<file path="config.mk">
export PLATFORM = sky130hd
export DESIGN_NAME = rr_arbiter_fsm
export DESIGN_NICKNAME = d
export VERILOG_FILES = /design/src/rtl/arb_pkg.sv /design/src/rtl/rr_priority_pick.sv /design/src/rtl/rr_arbiter_fsm.sv
export SDC_FILE = /design/constraint.sdc
export NUM_CORES = 1
export LEC_CHECK = 0
export CAP_MARGIN = 25
export CELL_PAD_IN_SITES_DETAIL_PLACEMENT = 2
export CELL_PAD_IN_SITES_GLOBAL_PLACEMENT = 2
export CORE_ASPECT_RATIO = 1.75
export CORE_MARGIN = 2
export CORE_UTILIZATION = 35
export DETAILED_ROUTE_END_ITERATION = 10
export GPL_TIMING_DRIVEN = 0
export PLACE_DENSITY_LB_ADDON = 0.1
export SETUP_SLACK_MARGIN = 0.1
export SYNTH_ARGS = -nofsm -noshare
export SYNTH_HDL_FRONTEND = slang
export SYNTH_SLANG_ARGS = --single-unit
</file>
<file path="constraint.sdc">
create_clock -name clk -period 7.4 [get_ports clk]
set_clock_uncertainty 0.1 [all_clocks]
set_input_delay 1.11 -clock clk [delete_from_list [all_inputs] [get_ports clk]]
set_output_delay 1.11 -clock clk [all_outputs]
set_load 0.02 [all_outputs]
</file>
<file path="src/rtl/arb_pkg.sv">
// rtl/arb_pkg.sv - shared arbiter types and pointer-wrap helper
package arb_pkg;

    typedef enum logic {IDLE, BUSY} arb_state_t;

    // Wraps explicitly so non-power-of-2 requester counts never leave the pointer out of range.
    function automatic int unsigned next_idx(input int unsigned idx, input int unsigned n);
        return (idx + 1 >= n) ? 0 : idx + 1;
    endfunction

endpackage

</file>
<file path="src/rtl/rr_priority_pick.sv">
// rtl/rr_priority_pick.sv - rotating-priority pick via double-width rotate-and-scan
module rr_priority_pick #(
    parameter int N_REQ = 8,
    parameter int IDX_W = $clog2(N_REQ)
) (
    input  logic [N_REQ-1:0] req,
    input  logic [IDX_W-1:0] ptr,
    output logic             found,
    output logic [IDX_W-1:0] win_idx,
    output logic [N_REQ-1:0] win_onehot
);

    logic [2*N_REQ-1:0] rot;

    always_comb begin
        int j;
        j       = 0;
        found   = 1'b0;
        win_idx = '0;
        rot     = {req, req} >> ptr;
        // Descending scan so the lowest offset from ptr is the last to assign.
        for (int k = N_REQ - 1; k >= 0; k--) begin
            if (rot[k]) begin
                j = int'(ptr) + k;
                if (j >= N_REQ) j = j - N_REQ;
                found   = 1'b1;
                win_idx = IDX_W'(j);
            end
        end
        win_onehot = found ? (N_REQ'(1) << win_idx) : '0;
    end

endmodule

</file>
<file path="src/rtl/rr_arbiter_fsm.sv">
// rtl/rr_arbiter_fsm.sv - round-robin arbiter holding each grant until done or hold timeout
module rr_arbiter_fsm
    import arb_pkg::*;
#(
    parameter int N_REQ    = 8,
    parameter int IDX_W    = $clog2(N_REQ),
    parameter int MAX_HOLD = 16,
    parameter int CNT_W    = $clog2(MAX_HOLD + 1)
) (
    input  logic             clk,
    input  logic             rst,
    input  logic [N_REQ-1:0] req,
    input  logic             done,
    output logic [N_REQ-1:0] grant,
    output logic [IDX_W-1:0] grant_idx,
    output logic             grant_valid,
    output logic             timeout
);

    arb_state_t       state_q;
    logic [IDX_W-1:0] ptr_q;
    logic [IDX_W-1:0] ptr_d;
    logic [CNT_W-1:0] cnt_q;
    logic [N_REQ-1:0] grant_q;
    logic [IDX_W-1:0] idx_q;
    logic             timeout_q;

    logic             found;
    logic [IDX_W-1:0] win_idx;
    logic [N_REQ-1:0] win_onehot;

    rr_priority_pick #(
        .N_REQ (N_REQ),
        .IDX_W (IDX_W)
    ) u_pick (
        .req        (req),
        .ptr        (ptr_q),
        .found      (found),
        .win_idx    (win_idx),
        .win_onehot (win_onehot)
    );

    assign ptr_d = IDX_W'(next_idx(32'(idx_q), N_REQ));

    always_ff @(posedge clk or posedge rst) begin
        if (rst) begin
            state_q   <= IDLE;
            ptr_q     <= '0;
            cnt_q     <= '0;
            grant_q   <= '0;
            idx_q     <= '0;
            timeout_q <= 1'b0;
        end else begin
            case (state_q)
                IDLE: begin
                    timeout_q <= 1'b0;
                    if (found) begin
                        grant_q <= win_onehot;
                        idx_q   <= win_idx;
                        cnt_q   <= '0;
                        state_q <= BUSY;
                    end
                end
                BUSY: begin
                    // done takes precedence so a coincident completion never reports a timeout.
                    if (done || cnt_q == CNT_W'(MAX_HOLD - 1)) begin
                        grant_q   <= '0;
                        idx_q     <= '0;
                        cnt_q     <= '0;
                        ptr_q     <= ptr_d;
                        timeout_q <= ~done;
                        state_q   <= IDLE;
                    end else begin
                        cnt_q <= cnt_q + CNT_W'(1);
                    end
                end
                default: state_q <= IDLE;
            endcase
        end
    end

    assign grant       = grant_q;
    assign grant_idx   = idx_q;
    assign grant_valid = |grant_q;
    assign timeout     = timeout_q;

endmodule
</file>
==> impl_metrics.prom, run 1 <==
# TYPE chip_impl_metric gauge
chip_impl_metric{name="fp-row-count",unit=""} 33
chip_impl_metric{name="switchingPower",unit="uW"} 433
chip_impl_metric{name="worst-path-buf-inv",unit=""} 1
chip_impl_metric{name="final.setup.tns",unit="ps"} 0
chip_impl_metric{name="worstPathMaxFanout",unit=""} 9
chip_impl_metric{name="avgRoutedWirePerCell",unit="um"} 21.2
chip_impl_metric{name="groute.usage.overall",unit=""} 0.217
chip_impl_info{name="cp_common_cell",value="sky130_fd_sc_hd__a211oi_1"} 1
chip_impl_info{name="crit_family",value="compound AO/OA/AOI/OAI gates"} 1
chip_impl_metric{name="grt_start_max_net_pins",unit=""} 22
chip_impl_info{name="synth_top_flop_cell",value="sky130_fd_sc_hd__dfrtp_1"} 1
chip_impl_metric{name="power.clock.fraction",unit=""} 0.086
chip_impl_metric{name="finish.net_count",unit=""} 225
chip_impl_metric{name="synthesis.nets",unit=""} 197
chip_impl_info{name="clk_root_buffer_cell",value="sky130_fd_sc_hd__clkbuf_8"} 1
chip_impl_metric{name="syn-cell-area",unit="sq um"} 1670
chip_impl_info{name="run_status",value="finished, final reports clean"} 1
chip_impl_metric{name="total_routed_length",unit="um"} 5520
chip_impl_metric{name="drive_gt1_frac",unit=""} 0.106
chip_impl_metric{name="synthArstFlopShare",unit=""} 1.00
chip_impl_metric{name="maxSlewViolCount",unit=""} 0
chip_impl_metric{name="htree_levels",unit=""} 1
chip_impl_metric{name="finalSetupViolations",unit=""} 0
chip_impl_metric{name="drv.max_cap_violation_count",unit=""} 0
chip_impl_metric{name="post-place-ws",unit="ps"} 3190
chip_impl_metric{name="grt_first_pass_wirelength",unit="um"} 9160
chip_impl_metric{name="slowest_delay",unit="ps"} 650
chip_impl_info{name="grt_setup_unrepaired",value="no"} 1
chip_impl_metric{name="hpwlAfterDp",unit="um"} 4290
chip_impl_metric{name="clock.fmax",unit="GHz"} 0.253
chip_impl_info{name="yosys.cell_count.top_type",value="sky130_fd_sc_hd__nand2_1"} 1
chip_impl_metric{name="die_y",unit="um"} 95.5
chip_impl_metric{name="max-slew-margin-rel",unit=""} 0.464
chip_impl_metric{name="synth-edff-count",unit=""} 0
chip_impl_info{name="hold_path.class",value="reg2reg"} 1
chip_impl_metric{name="chipWidth",unit="um"} 56.3
chip_impl_metric{name="final_hold_viol_count",unit=""} 0
chip_impl_info{name="critPathLaunchType",value="input port"} 1
chip_impl_metric{name="critPathArrivalTime",unit="ps"} 4000
chip_impl_metric{name="peakVddDrop",unit="uV"} 272
chip_impl_metric{name="netlist_instances",unit=""} 181
chip_impl_metric{name="power.sequential.fraction",unit=""} 0.208
chip_impl_metric{name="floorplan.die_area",unit="sq um"} 5370
chip_impl_info{name="critical_path.cell_chain",value="clkdlybuf4s50_1 > mux4_2 > a211oi_1 > o221ai_1 > a2111oi_1 > a211oi_1 > o41ai_1"} 1
chip_impl_metric{name="gpl.final_weighted_congestion",unit=""} 0.826
chip_impl_metric{name="overflow",unit=""} 0
chip_impl_info{name="criticalPathCategory",value="in2reg"} 1
chip_impl_metric{name="p_int",unit="uW"} 430
chip_impl_metric{name="io_pins",unit=""} 24
chip_impl_metric{name="initial_standard_cell_utilization_of_the_core",unit=""} 0.359
chip_impl_metric{name="num_vias",unit=""} 1653
chip_impl_metric{name="synth.avg_cell_area",unit="sq um"} 9.25
chip_impl_metric{name="finalCritPeriodShare",unit=""} 0.535
chip_impl_info{name="worstSetupEndpointType",value="register"} 1
chip_impl_metric{name="portBuffers",unit=""} 23
chip_impl_metric{name="clock_latency_at_the_later_pin_of_the_worst_skew_pair",unit="ps"} 260
chip_impl_metric{name="clkTransAtPathRegs",unit="ps"} 70
chip_impl_metric{name="firstDrtPassIters",unit=""} 4
chip_impl_metric{name="worstMarginPinSlew",unit="ps"} 803
chip_impl_metric{name="cts-root-to-sink-buffers",unit=""} 2
chip_impl_info{name="crit_path_top_delay_cell",value="sky130_fd_sc_hd__mux4_2"} 1
chip_impl_metric{name="p_sw_frac",unit=""} 0.502
chip_impl_metric{name="flow.area_growth_from_synthesis",unit="%"} 20.3
chip_impl_metric{name="synth_cell_type_count",unit=""} 44
chip_impl_metric{name="core_area",unit="sq um"} 4670
chip_impl_metric{name="antenna_found_initial",unit=""} 0
chip_impl_metric{name="cts_setup_buffers",unit=""} 0
chip_impl_metric{name="comb_power_share",unit=""} 0.706
chip_impl_metric{name="leakagePower",unit="nW"} 0.803
chip_impl_metric{name="antenna_violating_nets_post_route",unit=""} 0
chip_impl_metric{name="first_iter_violations",unit=""} 92
chip_impl_metric{name="worstPathRequired",unit="ps"} 7440
chip_impl_metric{name="yosysTopAreaCellShare",unit=""} 0.314
chip_impl_metric{name="fin_crit",unit="ps"} 3960
chip_impl_metric{name="postSynthRegisterBits",unit=""} 21
chip_impl_info{name="yosys-top-cells-count",value="sky130_fd_sc_hd__nand2_1 (24), sky130_fd_sc_hd__dfrtp_1 (21), sky130_fd_sc_hd__o21ai_0 (15), sky130_fd_sc_hd__nor2_1 (11)"} 1
chip_impl_metric{name="post_cts_hold_buffer_count",unit=""} 0
chip_impl_info{name="synthDominantAreaCellType",value="sky130_fd_sc_hd__dfrtp_1"} 1
chip_impl_metric{name="grt_pass1_vias",unit=""} 1812
chip_impl_metric{name="antenna_cells_inserted",unit=""} 0
chip_impl_metric{name="tritoncts.num_buffers",unit=""} 3
chip_impl_info{name="clock_tree_from_tritoncts",value="done"} 1
chip_impl_metric{name="drc",unit=""} 0
chip_impl_metric{name="num_clock_sinks",unit=""} 21
chip_impl_metric{name="share_of_synthesized_area_occupied_by_flip_flops_and_latches",unit=""} 0.314
chip_impl_metric{name="power_density",unit="nW/um^2"} 428
chip_impl_metric{name="setup_ws",unit="ps"} 3440
chip_impl_metric{name="post_cts_gate_resize_count",unit=""} 0
chip_impl_metric{name="route.detailed.vias_per_inst",unit=""} 6.36
chip_impl_info{name="largest_cells_by_area_after_synthesis",value="sky130_fd_sc_hd__dfrtp_1 (31%), sky130_fd_sc_hd__mux4_2 (11%), sky130_fd_sc_hd__nand2_1 (5.4%)"} 1
chip_impl_metric{name="synthesis.yosys.warnings",unit=""} 0
chip_impl_metric{name="fillerInstances",unit=""} 521
sequential cells by signal, indices dropped and copies added (netlist names):
register and cells:
grant 8, cnt_q 5, grant_idx 3, ptr_q 3
state_q 1, timeout 1
worst paths after layout:
kind,startpoint,to,slack (ps),depth (start not counted)
min in group asynchronous,rst,grant_idx[0]$_DFFE_PP0P_,1200,2
worst max register to register,ptr_q[0]$_DFFE_PP0P_,grant[4]$_DFFE_PP0P_,4340,8
worst min register to register,cnt_q[3]$_DFFE_PP0P_,cnt_q[3]$_DFFE_PP0P_,400,1
worst max-delay path,req[5],grant[4]$_DFFE_PP0P_,3440,7
max in group asynchronous,rst,grant[7]$_DFFE_PP0P_,5500,2
worst min-delay path,cnt_q[3]$_DFFE_PP0P_,cnt_q[3]$_DFFE_PP0P_,400,1
per-stage QoR:
| stage | total power, mW | utilization | area (sq um) | std cells | hold WS (ps) |
|---|---|---|---|---|---|
| after floorplan | 0.582 | - | 1670 | 181 | 344 |
| after global placement | 0.765 | 0.422 | 1970 | 256 | 368 |
| after detailed placement | 0.787 | 0.422 | 1970 | 256 | 396 |
| after CTS | 0.867 | 0.432 | 2010 | 260 | 411 |
| after global routing | 0.927 | 0.432 | 2010 | 260 | 447 |
| final | 0.863 | 0.432 | 2010 | 260 | 396 |
power groups by stage:
stage	combinational [mW]	sequential, mW	clock, mW
2_1_floorplan	0.379	0.203	0
4_1_cts	0.609	0.180	0.0774
3_5_place_dp	0.606	0.182	0
6_report	0.609	0.179	0.0739
5_1_grt	0.660	0.185	0.0811
3_3_place_gp	0.586	0.179	0
routing by layer:
layer / track usage / part of all wire / vias to the layer above
met5: 0 / 0 / -
met4: 0.0714 / 0.016 / 0
met3: 0.0136 / 0.022 / 7
met2: 0.430 / 0.57 / 42
met1: 0.240 / 0.39 / 838
li1: - / - / 766
logic make-up (layout without fill, tap and decap cells):
logic type / after synthesis / after routing / share of synthesized area
AOI/OAI and AO/OA: 60 / 60 / 0.253
and+or+nand+nor: 60 / 60 / 0.178
DFF: 21 / 21 / 0.314
muxes: 18 / 18 / 0.170
buffers and inverters: 17 / 44 / 0.0486
adders and majority gates: 5 / 5 / 0.0374
layout by cell type, fill, tap and decap left out, types with 3 or more instances in the layout:
cell type / count
sky130_fd_sc_hd__nand2_1: 24
sky130_fd_sc_hd__clkdlybuf4s50_1: 23
sky130_fd_sc_hd__dfrtp_1: 21
sky130_fd_sc_hd__o21ai_0: 15
sky130_fd_sc_hd__nor2_1: 11
sky130_fd_sc_hd__inv_1: 9
sky130_fd_sc_hd__a21oi_1: 9
sky130_fd_sc_hd__mux4_2: 8
sky130_fd_sc_hd__o41ai_1: 8
sky130_fd_sc_hd__mux2i_1: 7
sky130_fd_sc_hd__a211oi_1: 6
sky130_fd_sc_hd__nor4_1: 5
sky130_fd_sc_hd__ha_1: 5
sky130_fd_sc_hd__clkbuf_1: 4
sky130_fd_sc_hd__a211o_1: 4
sky130_fd_sc_hd__nand3_1: 4
sky130_fd_sc_hd__nand2b_1: 3
sky130_fd_sc_hd__mux2_2: 3
sky130_fd_sc_hd__clkbuf_8: 3
layout make-up:
| cell class | count | area, sq um | area share |
|---|---|---|---|
| Sequential cell | 21 | 526 | 0.261 |
| Multi-Input combinational cell | 143 | 1070 | 0.530 |
| Inverter | 10 | 37.5 | 0.0186 |
| Tap cell | 52 | 65.1 | 0.0323 |
| Buffer | 7 | 43.8 | 0.0217 |
| Clock buffer | 4 | 45.0 | 0.0224 |
| Timing Repair Buffer | 23 | 230 | 0.114 |
Power figures use the tool's default switching activity.
==> run 2: changes to the inputs <==
- CORE_UTILIZATION: 35 -> 34
- clock period: 7.4 -> 3.9 ns (I/O delays scaled with it)
==> impl_metrics.prom, run 2 (synthesis results as in run 1) <==
# TYPE chip_impl_metric gauge
chip_impl_metric{name="fin_crit",unit="ps"} 3380
chip_impl_metric{name="register_area",unit="sq um"} 526
chip_impl_metric{name="fp-row-count",unit=""} 33
chip_impl_metric{name="post_layout_nonfiller_instances",unit=""} 260
chip_impl_metric{name="io_pins",unit=""} 24
chip_impl_metric{name="worstMarginPinSlew",unit="ps"} 804
chip_impl_metric{name="power_density",unit="nW/um^2"} 814
chip_impl_info{name="criticalPathCategory",value="in2reg"} 1
chip_impl_metric{name="chipWidth",unit="um"} 57.0
chip_impl_metric{name="portBuffers",unit=""} 23
chip_impl_metric{name="drive_gt1_frac",unit=""} 0.106
chip_impl_metric{name="clock.fmax",unit="GHz"} 0.296
chip_impl_metric{name="leakagePower",unit="nW"} 0.803
chip_impl_metric{name="worstPathRequired",unit="ps"} 3950
chip_impl_metric{name="first_iter_violations",unit=""} 80
chip_impl_metric{name="finalSetupViolations",unit=""} 0
chip_impl_metric{name="tritoncts.num_buffers",unit=""} 3
chip_impl_metric{name="num_clock_sinks",unit=""} 21
chip_impl_metric{name="grt_first_pass_wirelength",unit="um"} 9540
chip_impl_info{name="clock_tree_from_tritoncts",value="done"} 1
chip_impl_info{name="critPathLaunchType",value="input port"} 1
chip_impl_metric{name="worstPathMaxFanout",unit=""} 9
chip_impl_metric{name="total_routed_length",unit="um"} 5550
chip_impl_metric{name="firstDrtPassIters",unit=""} 4
chip_impl_metric{name="core_area",unit="sq um"} 4710
chip_impl_metric{name="critPathArrivalTime",unit="ps"} 3420
chip_impl_metric{name="multi_input_comb_area",unit="sq um"} 1070
chip_impl_metric{name="hpwlAfterDp",unit="um"} 4370
chip_impl_metric{name="antenna_found_initial",unit=""} 0
chip_impl_metric{name="avgRoutedWirePerCell",unit="um"} 21.3
chip_impl_metric{name="cts-root-to-sink-buffers",unit=""} 2
chip_impl_info{name="leading_cell_types_in_the_layout_fill_and_taps_excluded",value="sky130_fd_sc_hd__nand2_1 (24), sky130_fd_sc_hd__clkdlybuf4s50_1 (23), sky130_fd_sc_hd__dfrtp_1 (21)"} 1
chip_impl_metric{name="flow.area_growth_from_synthesis",unit="%"} 20.3
chip_impl_metric{name="max-slew-margin-rel",unit=""} 0.463
chip_impl_metric{name="grt_pass1_vias",unit=""} 1883
chip_impl_metric{name="fillerInstances",unit=""} 534
chip_impl_metric{name="fin_util",unit=""} 0.428
chip_impl_metric{name="finalCritPeriodShare",unit=""} 0.866
chip_impl_metric{name="post_cts_hold_buffer_count",unit=""} 0
chip_impl_metric{name="gpl.final_weighted_congestion",unit=""} 0.842
chip_impl_info{name="clk_root_buffer_cell",value="sky130_fd_sc_hd__clkbuf_8"} 1
chip_impl_info{name="run_status",value="finished, final reports clean"} 1
chip_impl_metric{name="peakVddDrop",unit="uV"} 429
chip_impl_metric{name="route.detailed.vias_per_inst",unit=""} 6.39
chip_impl_metric{name="die_y",unit="um"} 96.8
chip_impl_metric{name="initial_standard_cell_utilization_of_the_core",unit=""} 0.356
chip_impl_info{name="grt_setup_unrepaired",value="no"} 1
chip_impl_info{name="hold_path.class",value="reg2reg"} 1
chip_impl_metric{name="htree_levels",unit=""} 1
chip_impl_metric{name="final_hold_viol_count",unit=""} 0
chip_impl_metric{name="groute.usage.overall",unit=""} 0.215
chip_impl_metric{name="drc",unit=""} 0
chip_impl_metric{name="clock_latency_at_the_later_pin_of_the_worst_skew_pair",unit="ps"} 260
chip_impl_metric{name="grt_start_max_net_pins",unit=""} 22
chip_impl_metric{name="flip_flop_count_of_the_largest_register_all_copies_and_words_added",unit=""} 8
chip_impl_metric{name="post_cts_gate_resize_count",unit=""} 0
chip_impl_metric{name="overflow",unit=""} 0
chip_impl_metric{name="floorplan.die_area",unit="sq um"} 5520
chip_impl_metric{name="antenna_cells_inserted",unit=""} 0
chip_impl_info{name="worstSetupEndpointType",value="register"} 1
chip_impl_metric{name="cts_setup_buffers",unit=""} 0
chip_impl_metric{name="clkTransAtPathRegs",unit="ps"} 70
chip_impl_metric{name="antenna_violating_nets_post_route",unit=""} 0
chip_impl_info{name="layout_commonest_cell",value="sky130_fd_sc_hd__nand2_1"} 1
chip_impl_metric{name="num_vias",unit=""} 1661
chip_impl_metric{name="finish.net_count",unit=""} 225
chip_impl_metric{name="placed_cells_incl_taps",unit=""} 256
chip_impl_metric{name="maxSlewViolCount",unit=""} 0
chip_impl_metric{name="drv.max_cap_violation_count",unit=""} 0
chip_impl_metric{name="final.setup.tns",unit="ps"} 0
==> run 2: worst paths after layout <==
path / start / to / slack, ps / cells after the start
min in group asynchronous: rst / cnt_q[0]$_DFFE_PP0P_ / 670 / 2
max in group asynchronous: rst / grant[7]$_DFFE_PP0P_ / 2530 / 2
worst min register to register: cnt_q[3]$_DFFE_PP0P_ / cnt_q[3]$_DFFE_PP0P_ / 400 / 1
worst max register to register: ptr_q[0]$_DFFE_PP0P_ / grant[2]$_DFFE_PP0P_ / 800 / 8
worst min-delay path: cnt_q[3]$_DFFE_PP0P_ / cnt_q[3]$_DFFE_PP0P_ / 400 / 1
worst max-delay path: req[5] / grant[5]$_DFFE_PP0P_ / 520 / 7
==> run 2: worst max-delay path, cell delays in order <==
cell and delay, ps:
sky130_fd_sc_hd__clkdlybuf4s50_1 570, sky130_fd_sc_hd__mux4_2 660, sky130_fd_sc_hd__a211oi_1 350, sky130_fd_sc_hd__o221ai_1 230
sky130_fd_sc_hd__a2111oi_1 490, sky130_fd_sc_hd__a211oi_1 220, sky130_fd_sc_hd__o41ai_1 320
==> run 2: metal layers <==
| metal | GRT usage | vias up | routed length (um) |
|---|---|---|---|
| met2 | 0.412 | 29 | 3230 |
| met5 | 0 | - | 0 |
| li1 | - | 762 | - |
| met3 | 0.0147 | 13 | 79 |
| met4 | 0.0787 | 0 | 165 |
| met1 | 0.235 | 857 | 2070 |
==> run 2: layout make-up <==
cell class,instances,share of cell area
Clock buffer,4,0.0224
Sequential cell,21,0.261
Multi-Input combinational cell,143,0.530
Timing Repair Buffer,23,0.114
Inverter,10,0.0186
Tap cell,52,0.0323
Buffer,7,0.0217
==> run 2: through the flow <==
| step | hold WS (ps) | cell area (sq um) | setup slack, ps | total power, mW |
|---|---|---|---|---|
| floorplan | 344 | 1670 | 1190 | 1.10 |
| global placement | 369 | 1970 | 386 | 1.45 |
| global route | 430 | 2010 | 312 | 1.77 |
| finish | 399 | 2010 | 522 | 1.64 |
| detailed placement | 390 | 1970 | 296 | 1.51 |
| CTS | 404 | 2010 | 535 | 1.66 |
==> run 2: where the power goes <==
| part | switching (mW) | internal, mW | leakage (nW) |
|---|---|---|---|
| registers | 0.0611 | 0.280 | 0.279 |
| logic | 0.695 | 0.462 | 0.501 |
| clock network | 0.0693 | 0.0729 | 0.0228 |
==> run 3: changes to the inputs <==
- CELL_PAD_IN_SITES_DETAIL_PLACEMENT: 2 -> default
- CELL_PAD_IN_SITES_GLOBAL_PLACEMENT: 2 -> default
- CORE_MARGIN: 2 -> 3
- CORE_UTILIZATION: 34 -> 35
- HOLD_SLACK_MARGIN: default -> 0.12
- PLACE_DENSITY_LB_ADDON: 0.1 -> default
==> impl_metrics.prom, run 3 (synthesis results as in run 1) <==
# TYPE chip_impl_metric gauge
chip_impl_info{name="run_status",value="finished, final reports clean"} 1
chip_impl_metric{name="wirelength_met1",unit="um"} 1810
chip_impl_metric{name="groute.usage.overall",unit=""} 0.163
chip_impl_metric{name="drv.max_cap_violation_count",unit=""} 0
chip_impl_info{name="top_signal_layer_used",value="met4"} 1
chip_impl_info{name="worstSetupEndpointType",value="register"} 1
chip_impl_metric{name="post_cts_hold_buffer_count",unit=""} 0
chip_impl_metric{name="drc",unit=""} 0
chip_impl_metric{name="chipWidth",unit="um"} 58.3
chip_impl_metric{name="fillerInstances",unit=""} 459
chip_impl_info{name="layout_commonest_cell",value="sky130_fd_sc_hd__nand2_1"} 1
chip_impl_metric{name="antenna_cells_inserted",unit=""} 0
chip_impl_metric{name="initial_standard_cell_utilization_of_the_core",unit=""} 0.370
chip_impl_info{name="crit_path_top_delay_cell",value="sky130_fd_sc_hd__mux4_2"} 1
chip_impl_metric{name="worstPathRequired",unit="ps"} 3940
chip_impl_info{name="cp_common_cell",value="sky130_fd_sc_hd__a211oi_1"} 1
chip_impl_metric{name="fp-row-count",unit=""} 32
chip_impl_metric{name="worst-path-buf-inv",unit=""} 1
chip_impl_metric{name="cts_setup_buffers",unit=""} 0
chip_impl_metric{name="fin_crit",unit="ps"} 3280
chip_impl_metric{name="portBuffers",unit=""} 23
chip_impl_metric{name="critPathArrivalTime",unit="ps"} 3320
chip_impl_metric{name="total_routed_length",unit="um"} 4410
chip_impl_metric{name="wl_met2",unit="um"} 2320
chip_impl_metric{name="clock_latency_at_the_later_pin_of_the_worst_skew_pair",unit="ps"} 260
chip_impl_metric{name="power_density",unit="nW/um^2"} 784
chip_impl_metric{name="flip_flop_count_of_the_largest_register_all_copies_and_words_added",unit=""} 8
chip_impl_metric{name="num_vias",unit=""} 1579
chip_impl_info{name="clk_root_buffer_cell",value="sky130_fd_sc_hd__clkbuf_8"} 1
chip_impl_metric{name="drive_gt1_frac",unit=""} 0.106
chip_impl_metric{name="clock.fmax",unit="GHz"} 0.305
chip_impl_metric{name="finalSetupViolations",unit=""} 0
chip_impl_info{name="leading_cell_types_in_the_layout_fill_and_taps_excluded",value="sky130_fd_sc_hd__nand2_1 (24), sky130_fd_sc_hd__clkdlybuf4s50_1 (23), sky130_fd_sc_hd__dfrtp_1 (21)"} 1
chip_impl_metric{name="max-slew-margin-rel",unit=""} 0.463
chip_impl_metric{name="antenna_violating_nets_post_route",unit=""} 0
chip_impl_metric{name="peakVddDrop",unit="uV"} 413
chip_impl_info{name="clock_tree_from_tritoncts",value="done"} 1
chip_impl_info{name="crit_family",value="compound AO/OA/AOI/OAI gates"} 1
chip_impl_metric{name="post-place-ws",unit="ps"} 393
chip_impl_metric{name="worstMarginPinSlew",unit="ps"} 805
chip_impl_metric{name="rrSetupSlack",unit="ps"} 880
chip_impl_metric{name="final_hold_viol_count",unit=""} 0
chip_impl_metric{name="finalCritPeriodShare",unit=""} 0.841
chip_impl_metric{name="overflow",unit=""} 0
chip_impl_metric{name="grt_first_pass_wirelength",unit="um"} 7470
chip_impl_metric{name="grt_start_max_net_pins",unit=""} 22
chip_impl_metric{name="die_y",unit="um"} 97.5
chip_impl_metric{name="cts-root-to-sink-buffers",unit=""} 2
chip_impl_metric{name="slowest_delay",unit="ps"} 660
chip_impl_metric{name="leakagePower",unit="nW"} 0.803
chip_impl_metric{name="route.detailed.vias_per_inst",unit=""} 6.10
chip_impl_metric{name="num_clock_sinks",unit=""} 21
chip_impl_metric{name="core_area",unit="sq um"} 4520
chip_impl_metric{name="gpl.final_weighted_congestion",unit=""} 0.826
chip_impl_metric{name="htree_levels",unit=""} 1
chip_impl_metric{name="io_pins",unit=""} 24
chip_impl_metric{name="floorplan.die_area",unit="sq um"} 5680
chip_impl_metric{name="routed-wl-met3",unit="um"} 199
chip_impl_metric{name="antenna_found_initial",unit=""} 0
chip_impl_metric{name="fin_util",unit=""} 0.445
chip_impl_metric{name="post_cts_gate_resize_count",unit=""} 0
chip_impl_info{name="critical_path.cell_chain",value="clkdlybuf4s50_1 > mux4_2 > a211oi_1 > o221ai_1 > a2111oi_1 > a211oi_1 > o41ai_1"} 1
chip_impl_metric{name="first_iter_violations",unit=""} 48
chip_impl_info{name="grt_setup_unrepaired",value="no"} 1
chip_impl_info{name="critPathLaunchType",value="input port"} 1
chip_impl_metric{name="grt_pass1_vias",unit=""} 1562
chip_impl_info{name="hold_path.class",value="reg2reg"} 1
chip_impl_metric{name="worstPathMaxFanout",unit=""} 9
chip_impl_metric{name="maxSlewViolCount",unit=""} 0
chip_impl_metric{name="avgRoutedWirePerCell",unit="um"} 17.0
chip_impl_metric{name="clkTransAtPathRegs",unit="ps"} 80
chip_impl_metric{name="setup_ws",unit="ps"} 619
chip_impl_info{name="criticalPathCategory",value="in2reg"} 1
chip_impl_metric{name="finish.net_count",unit=""} 225
chip_impl_metric{name="hpwlAfterDp",unit="um"} 3310
chip_impl_metric{name="tritoncts.num_buffers",unit=""} 3
chip_impl_metric{name="flow.area_growth_from_synthesis",unit="%"} 20.3
chip_impl_metric{name="final.setup.tns",unit="ps"} 0
chip_impl_metric{name="firstDrtPassIters",unit=""} 4
run 3: cell counts in the layout (fill, tap and decap cells not counted):
Identical to the previous run, type by type.
run 3: worst register-to-register path: stages (launching register included):
cell and delay [ps]:
sky130_fd_sc_hd__dfrtp_1 380, sky130_fd_sc_hd__buf_6 150, sky130_fd_sc_hd__buf_6 160, sky130_fd_sc_hd__mux4_2 630
sky130_fd_sc_hd__a21oi_1 190, sky130_fd_sc_hd__o31ai_1 100, sky130_fd_sc_hd__a221oi_1 440, sky130_fd_sc_hd__mux2_2 430
sky130_fd_sc_hd__o41ai_1 330
run 3: routing by layer:
metal / GRT usage / vias to the layer above
met5: 0 / -
met4: 0.0679 / 0
met3: 0.0186 / 6
met2: 0.271 / 47
met1: 0.208 / 760
li1: - / 766
run 3: metrics by stage:
stage | power (mW) | hold slack [ps] | area, sq um | cells
2_1_floorplan | 1.10 | 344 | 1670 | 181
3_3_place_gp | 1.44 | 370 | 1970 | 255
3_5_place_dp | 1.43 | 377 | 1970 | 255
4_1_cts | 1.58 | 394 | 2010 | 259
5_1_grt | 1.71 | 429 | 2010 | 259
6_report | 1.58 | 394 | 2010 | 259
run 3: final timing paths:
kind | end | startpoint | depth (start not counted)
min in group asynchronous | grant[3]$_DFFE_PP0P_ | rst | 2
max reg2reg | grant[4]$_DFFE_PP0P_ | ptr_q[0]$_DFFE_PP0P_ | 8
min reg2reg | cnt_q[4]$_DFFE_PP0P_ | cnt_q[4]$_DFFE_PP0P_ | 2
min | cnt_q[4]$_DFFE_PP0P_ | cnt_q[4]$_DFFE_PP0P_ | 2
max in group asynchronous | state_q$_DFF_PP0_ | rst | 2
max | grant[7]$_DFFE_PP0P_ | req[5] | 7
run 3: layout make-up:
| cell class | instances | area (sq um) | share of cell area |
|---|---|---|---|
| tap | 51 | 63.8 | 0.0317 |
| multi-input combinational | 143 | 1070 | 0.530 |
| clock buffer | 4 | 45.0 | 0.0224 |
| buffer | 7 | 43.8 | 0.0218 |
| sequential | 21 | 526 | 0.261 |
| inverter | 10 | 37.5 | 0.0186 |
| timing repair buffer | 23 | 230 | 0.114 |
run 3: power by group:
group	total [mW]	internal, mW	switching, mW
Clock	0.142	0.0728	0.0696
Sequential	0.340	0.279	0.0607
Combinational	1.10	0.461	0.634
Total	1.58	0.814	0.765
==> RTL change 1, RTL diff (flow settings as in run 2) <==
Set the parameter `MAX_HOLD` to 32 (it was 16).
--- a/src/rtl/rr_arbiter_fsm.sv
+++ b/src/rtl/rr_arbiter_fsm.sv
@@ -4,7 +4,7 @@
 #(
     parameter int N_REQ    = 8,
     parameter int IDX_W    = $clog2(N_REQ),
-    parameter int MAX_HOLD = 16,
+    parameter int MAX_HOLD = 32,
     parameter int CNT_W    = $clog2(MAX_HOLD + 1)
 ) (
     input  logic             clk,
Check against the original RTL: same outputs for any inputs over 4 cycles, from zero or initial values and one cycle with rst high; that may be too few to reach the edited logic, so the function may still have changed.
==> RTL change 1 against run 2 <==
Setup slack better by 31 ps. Wire length up 37%. Cell count up 33%. Hold slack better by 4.9 ps. Cell area up 28%. Synthesized cell count up 32%. Core utilization down 1.5 points. Area after synthesis up 31%. First-iteration DRC count down 8.8%. Sequential cell count up 1. Total power up 2.6%.
==> RTL change 1: results (changes against run 2) <==
| Metric | Value |
|---|---|
| FF-to-FF End | grant[0] |
| DP HPWL | 6.12 mm (+40%) |
| Clock latency at the later pin of the worst-skew pair | 270 ps |
| R2r setup slk | 690 ps (-110 ps) |
| Worst r2r src | ptr_q[0] |
| Maximum VDD drop | 0.357 mV (-17%) |
| Leakage | 1.00 nW (+25%) |
| Synth Instances | 239 (+32%) |
| First-pass GRT wire length | 12.7 mm (+33%) |
| Placed Cells | 342 (+34%) |
| CP Data Arrival Time | 3460 ps (+40 ps) |
| Worst hold slack | 404 ps (+4.86 ps) |
| Hold Path Sink | timeout |
| Setup slack at placement | 190 ps (-106 ps) |
| GRT Total Usage | 0.233 (+0.0184) |
| Gpl congestion | 0.879 (+4.4%) |
| Seq/Total Area, Yosys | 0.251 (-0.0625) |
| Nets | 282 (+25%) |
| Placed Area | 2520 sq um (+28%) |
| Drt via density | 6.00 (-6.0%) |
| CTS buffer count | 3 (unchanged) |
| Crit-path slowest cell | clkdlybuf4s50_1 |
| I/O Buffers | 23 (unchanged) |
| Vias in the first global route | 2312 (+23%) |
| CTS Root Cell | clkbuf_8 |
| Wire length per cell | 22.0 um (+3.2%) |
| Worst min path class | reg2reg |
| Largest net degree at the start of global routing | 23 (+4.5%) |
| Hold Path Depth | 2 (+1) |
| Fin cells | 346 (+33%) |
| Crit-path leading delay family | buffers and inverters |
| Max FO, Critical Path | 10 (+1) |
| Slew @ Worst Pin | 867 ps (+62.4 ps) |
| Ys async rst share | 1.00 (unchanged) |
| Post-CTS resize count | 0 (unchanged) |
| HP Start | timeout |
| Worst R2R Path Depth | 11 (+3) |
| Cell variety after synth | 57 (+30%) |
| Register area | 551 sq um (+4.8%) |
| Synth top area cells | dfrtp_1, mux4_2, mux2i_1 |
| Status | completed |
| Fillers | 708 (+33%) |
| TritonRoute pass-1 iters | 4 (unchanged) |
| Synth Net Count | 254 (+29%) |
| Layout cell share with drive strength beyond 1 | 0.199 (+0.0935) |
| DR iter-0 viols | 73 (-8.8%) |
| Max stage delay on crit path | 530 ps (-130 ps) |
| Post-CTS Setup Inserts | 0 (unchanged) |
| Synth cell count leaders | nand2_1, dfrtp_1, nor2_1, o21ai_0, mux4_2 |
## RTL change 1: cell type report
class | instances | share of cell area
timing repair buffer | 23 | 0.0894
clock buffer | 4 | 0.0214
inverter | 10 | 0.0146
sequential | 22 | 0.214
multi-input combinational | 187 | 0.578
buffer | 20 | 0.0442
tap | 80 | 0.0389
## RTL change 1: cell families after synthesis
group | share of synthesized area
adders and majority gates | 0.0229
and+or+nand+nor | 0.202
xor gates and xnor gates | 0.00400
AOI/OAI and AO/OA | 0.226
DFF | 0.251
muxes | 0.225
buffers and inverters | 0.0691
## RTL change 1: layer usage
layer	track usage	up-vias	part of all wire
met2	0.450	41	0.55
met5	0	-	0
met4	0.129	0	0.052
met1	0.250	1061	0.38
li1	-	957	-
met3	0.0112	18	0.020
## RTL change 1: worst max path at each step
stage | slack (ps) | startpoint | endpoint
6_report | 550 | req[5] | grant[0]
4_1_cts | 500 | req[4] | grant[3]
2_1_floorplan | 1220 | req[7] | grant[1]
5_1_grt | 370 | req[4] | grant[5]
3_5_place_dp | 190 | req[4] | grant[3]
3_3_place_gp | 210 | req[4] | grant[5]
## RTL change 1: power by group
group | leakage [nW] | switching, mW | total, mW | internal [mW]
logic | 0.679 | 0.670 | 1.18 | 0.507
registers | 0.294 | 0.0566 | 0.337 | 0.280
clock network | 0.0288 | 0.0777 | 0.168 | 0.0903
## RTL change 1: worst reg2reg max path: stages, from the launching register on
cell and delay (ps):
dfrtp_1 400, clkbuf_1 250, inv_2 150, buf_2 290
buf_2 320, ha_1 280, inv_1 60, o221a_2 280
a41o_1 230, o2111a_1 140, o2bb2ai_1 400, a32o_1 250
==> RTL change 2, RTL diff (settings of run 2) <==
Made on the original files. Register the output `timeout` once more, cleared by the reset; this adds one clock of latency there. The other outputs are not delayed to match.
--- a/src/rtl/rr_arbiter_fsm.sv
+++ b/src/rtl/rr_arbiter_fsm.sv
@@ -82,6 +82,12 @@
     assign grant       = grant_q;
     assign grant_idx   = idx_q;
     assign grant_valid = |grant_q;
-    assign timeout     = timeout_q;
+    always_ff @(posedge clk or posedge rst) begin
+        if (rst) begin
+            timeout <= '0;
+        end else begin
+            timeout <= timeout_q;
+        end
+    end
 
 endmodule
Behaviour: no difference found for any inputs over 4 cycles, from zero or initial values and one cycle with rst high; that may be too few to reach the edited logic, so the function may still have changed.
==> RTL change 2 against run 2 <==
Sequential cell count increased by 1. Area after synthesis up 8.4%. Highest routed layer unchanged. Wire length increased by 5.2%. Total power fell by 0.24%. Setup slack worse by 25 ps. Cell count increased by 6.5%. Cell area is 7.7% higher.
==> RTL change 2: results (changes against run 2) <==
| Metric | Value |
|---|---|
| CP Data Arrival Time | 3450 ps (+30 ps) |
| Status | completed |
| Layout cell share with drive strength beyond 1 | 0.144 (+0.0384) |
| Clock-pin slew of the registers on the worst-case setup and hold paths | 80 ps |
| Cell variety after synth | 52 (+18%) |
| Worst setup startpoint | req[3] |
| Synth Net Count | 211 (+7.1%) |
| NetSw | 0.790 mW (-4.3%) |
| Max stage delay on crit path | 740 ps (+80 ps) |
| Mux cell area share after synthesis | 0.198 (+0.0281) |
| Final WL | 5.83 mm (+5.2%) |
| Crit-path slowest cell | mux4_1 |
| Max FO, Critical Path | 9 (unchanged) |
| Leakage | 0.888 nW (+11%) |
| Gpl congestion | 0.803 (-4.7%) |
| Clock latency at the later pin of the worst-skew pair | 260 ps (about the same) |
| Seq/Total Area, Yosys | 0.303 (-0.0107) |
| CTS buffer count | 3 (unchanged) |
| Vias in the first global route | 1946 (+3.3%) |
| Slew @ Worst Pin | 858 ps (+53.7 ps) |
| Xor-xnor portion of the synthesized cell area | 0 (unchanged) |
| Placed Area | 2110 sq um (+7.4%) |
| Number of diodes | 0 (unchanged) |
| Synth top area cells | dfrtp_1, mux4_2, nand2_1 |
| Worst R2R Path Depth | 7 (-1) |
| First-pass GRT wire length | 9.73 mm (+2.0%) |
| Post-CTS Setup Inserts | 0 (unchanged) |
| DR iter-0 viols | 52 (-35%) |
| Nets | 239 (+6.2%) |
| FF-to-FF End | grant[0] |
| Fillers | 584 (+9.4%) |
| Largest net degree at the start of global routing | 23 (+4.5%) |
| R2r setup slk | 970 ps (+170 ps) |
| DP HPWL | 4.68 mm (+7.2%) |
| Synth Register Bits | 22 (+4.8%) |
| GRT Total Usage | 0.214 (-0.000856) |
| Adder-Cell Fraction of Synth Area | 0.0345 (-0.00291) |
| Vias | 1709 (+2.9%) |
| Maximum VDD drop | 0.437 mV (+1.7%) |
| Synth cell count leaders | nand2_1, dfrtp_1, nand2b_1, nor2_1, o21ai_0 |
| Compound-Gate Fraction of Synth Area | 0.227 (-0.0252) |
| CP endpoint | grant[0] |
==> RTL change 2: cell types whose count changed after synthesis, moves of 3 or more <==
| cell | delta |
|---|---|
| a211o_1 | -3 |
| a211oi_1 | -3 |
| nand2_1 | +5 |
| nand2b_1 | +8 |
| o21ai_0 | -4 |
| o21ai_1 | +3 |
==> RTL change 2: worst register-to-register path: cells and delay by family (launching register included) <==
kind               cells  cell delay, ps
AOI/OAI and AO/OA      3             990
DFF                    1             410
muxes                  1             750
and+or+nand+nor        3             590
==> RTL change 2: cell families (layout without fill, tap and decap cells) <==
family                   count (synthesis)  in the layout
AND/OR/NAND/NOR                         72             72
AO/OA/AOI/OAI                           57             57
multiplexers                            22             22
flip-flops                              22             22
buffers and inverters                   17             44
adder cells (fa/ha/maj)                  5              5
==> RTL change 2: power by group through the flow <==
stage	clock (mW)	combinational [mW]	sequential, mW
floorplan	0	0.716	0.391
global placement	0	1.10	0.347
detailed placement	0	1.13	0.353
CTS	0.170	1.14	0.350
global route	0.173	1.24	0.357
finish	0.161	1.13	0.348
==> RTL change 2: how the worst min path moves through the flow <==
stage                         start  endpoint  slack, ps  depth (start not counted)
final                     timeout_q   timeout        300                          0
after global routing      timeout_q   timeout        320                          0
after CTS                 timeout_q   timeout        310                          0
after detailed placement  timeout_q   timeout        290                          0
after global placement    timeout_q   timeout        260                          0
after floorplan           timeout_q   timeout        250                          0
==> RTL change 2: through the flow <==
stage / std cells / hold WS (ps) / utilization / power, mW / setup slack [ps]
2_1_floorplan: 195 / 254 / - / 1.11 / 1250
3_3_place_gp: 273 / 263 / 0.406 / 1.44 / 242
3_5_place_dp: 273 / 287 / 0.406 / 1.49 / 210
4_1_cts: 277 / 305 / 0.416 / 1.66 / 465
5_1_grt: 277 / 322 / 0.416 / 1.77 / 246
6_report: 277 / 304 / 0.416 / 1.64 / 498
==> RTL change 2: area by class of cell <==
class                   instances  area, sq um  area share
flip-flops and latches         22          551       0.254
clock buffers                   4         55.1      0.0254
inverters                       9         36.3      0.0167
plain buffers                   8         51.3      0.0236
multi-input cells             156         1180       0.543
well taps                      55         68.8      0.0317
repair buffers                 23          230       0.106
==> RTL change 2: routing by layer <==
layer	vias up	wire length [um]	track usage
met2	32	3570	0.432
met3	12	124	0.0141
met1	869	1950	0.210
met4	0	185	0.0839
met5	-	0	0
li1	796	-	-
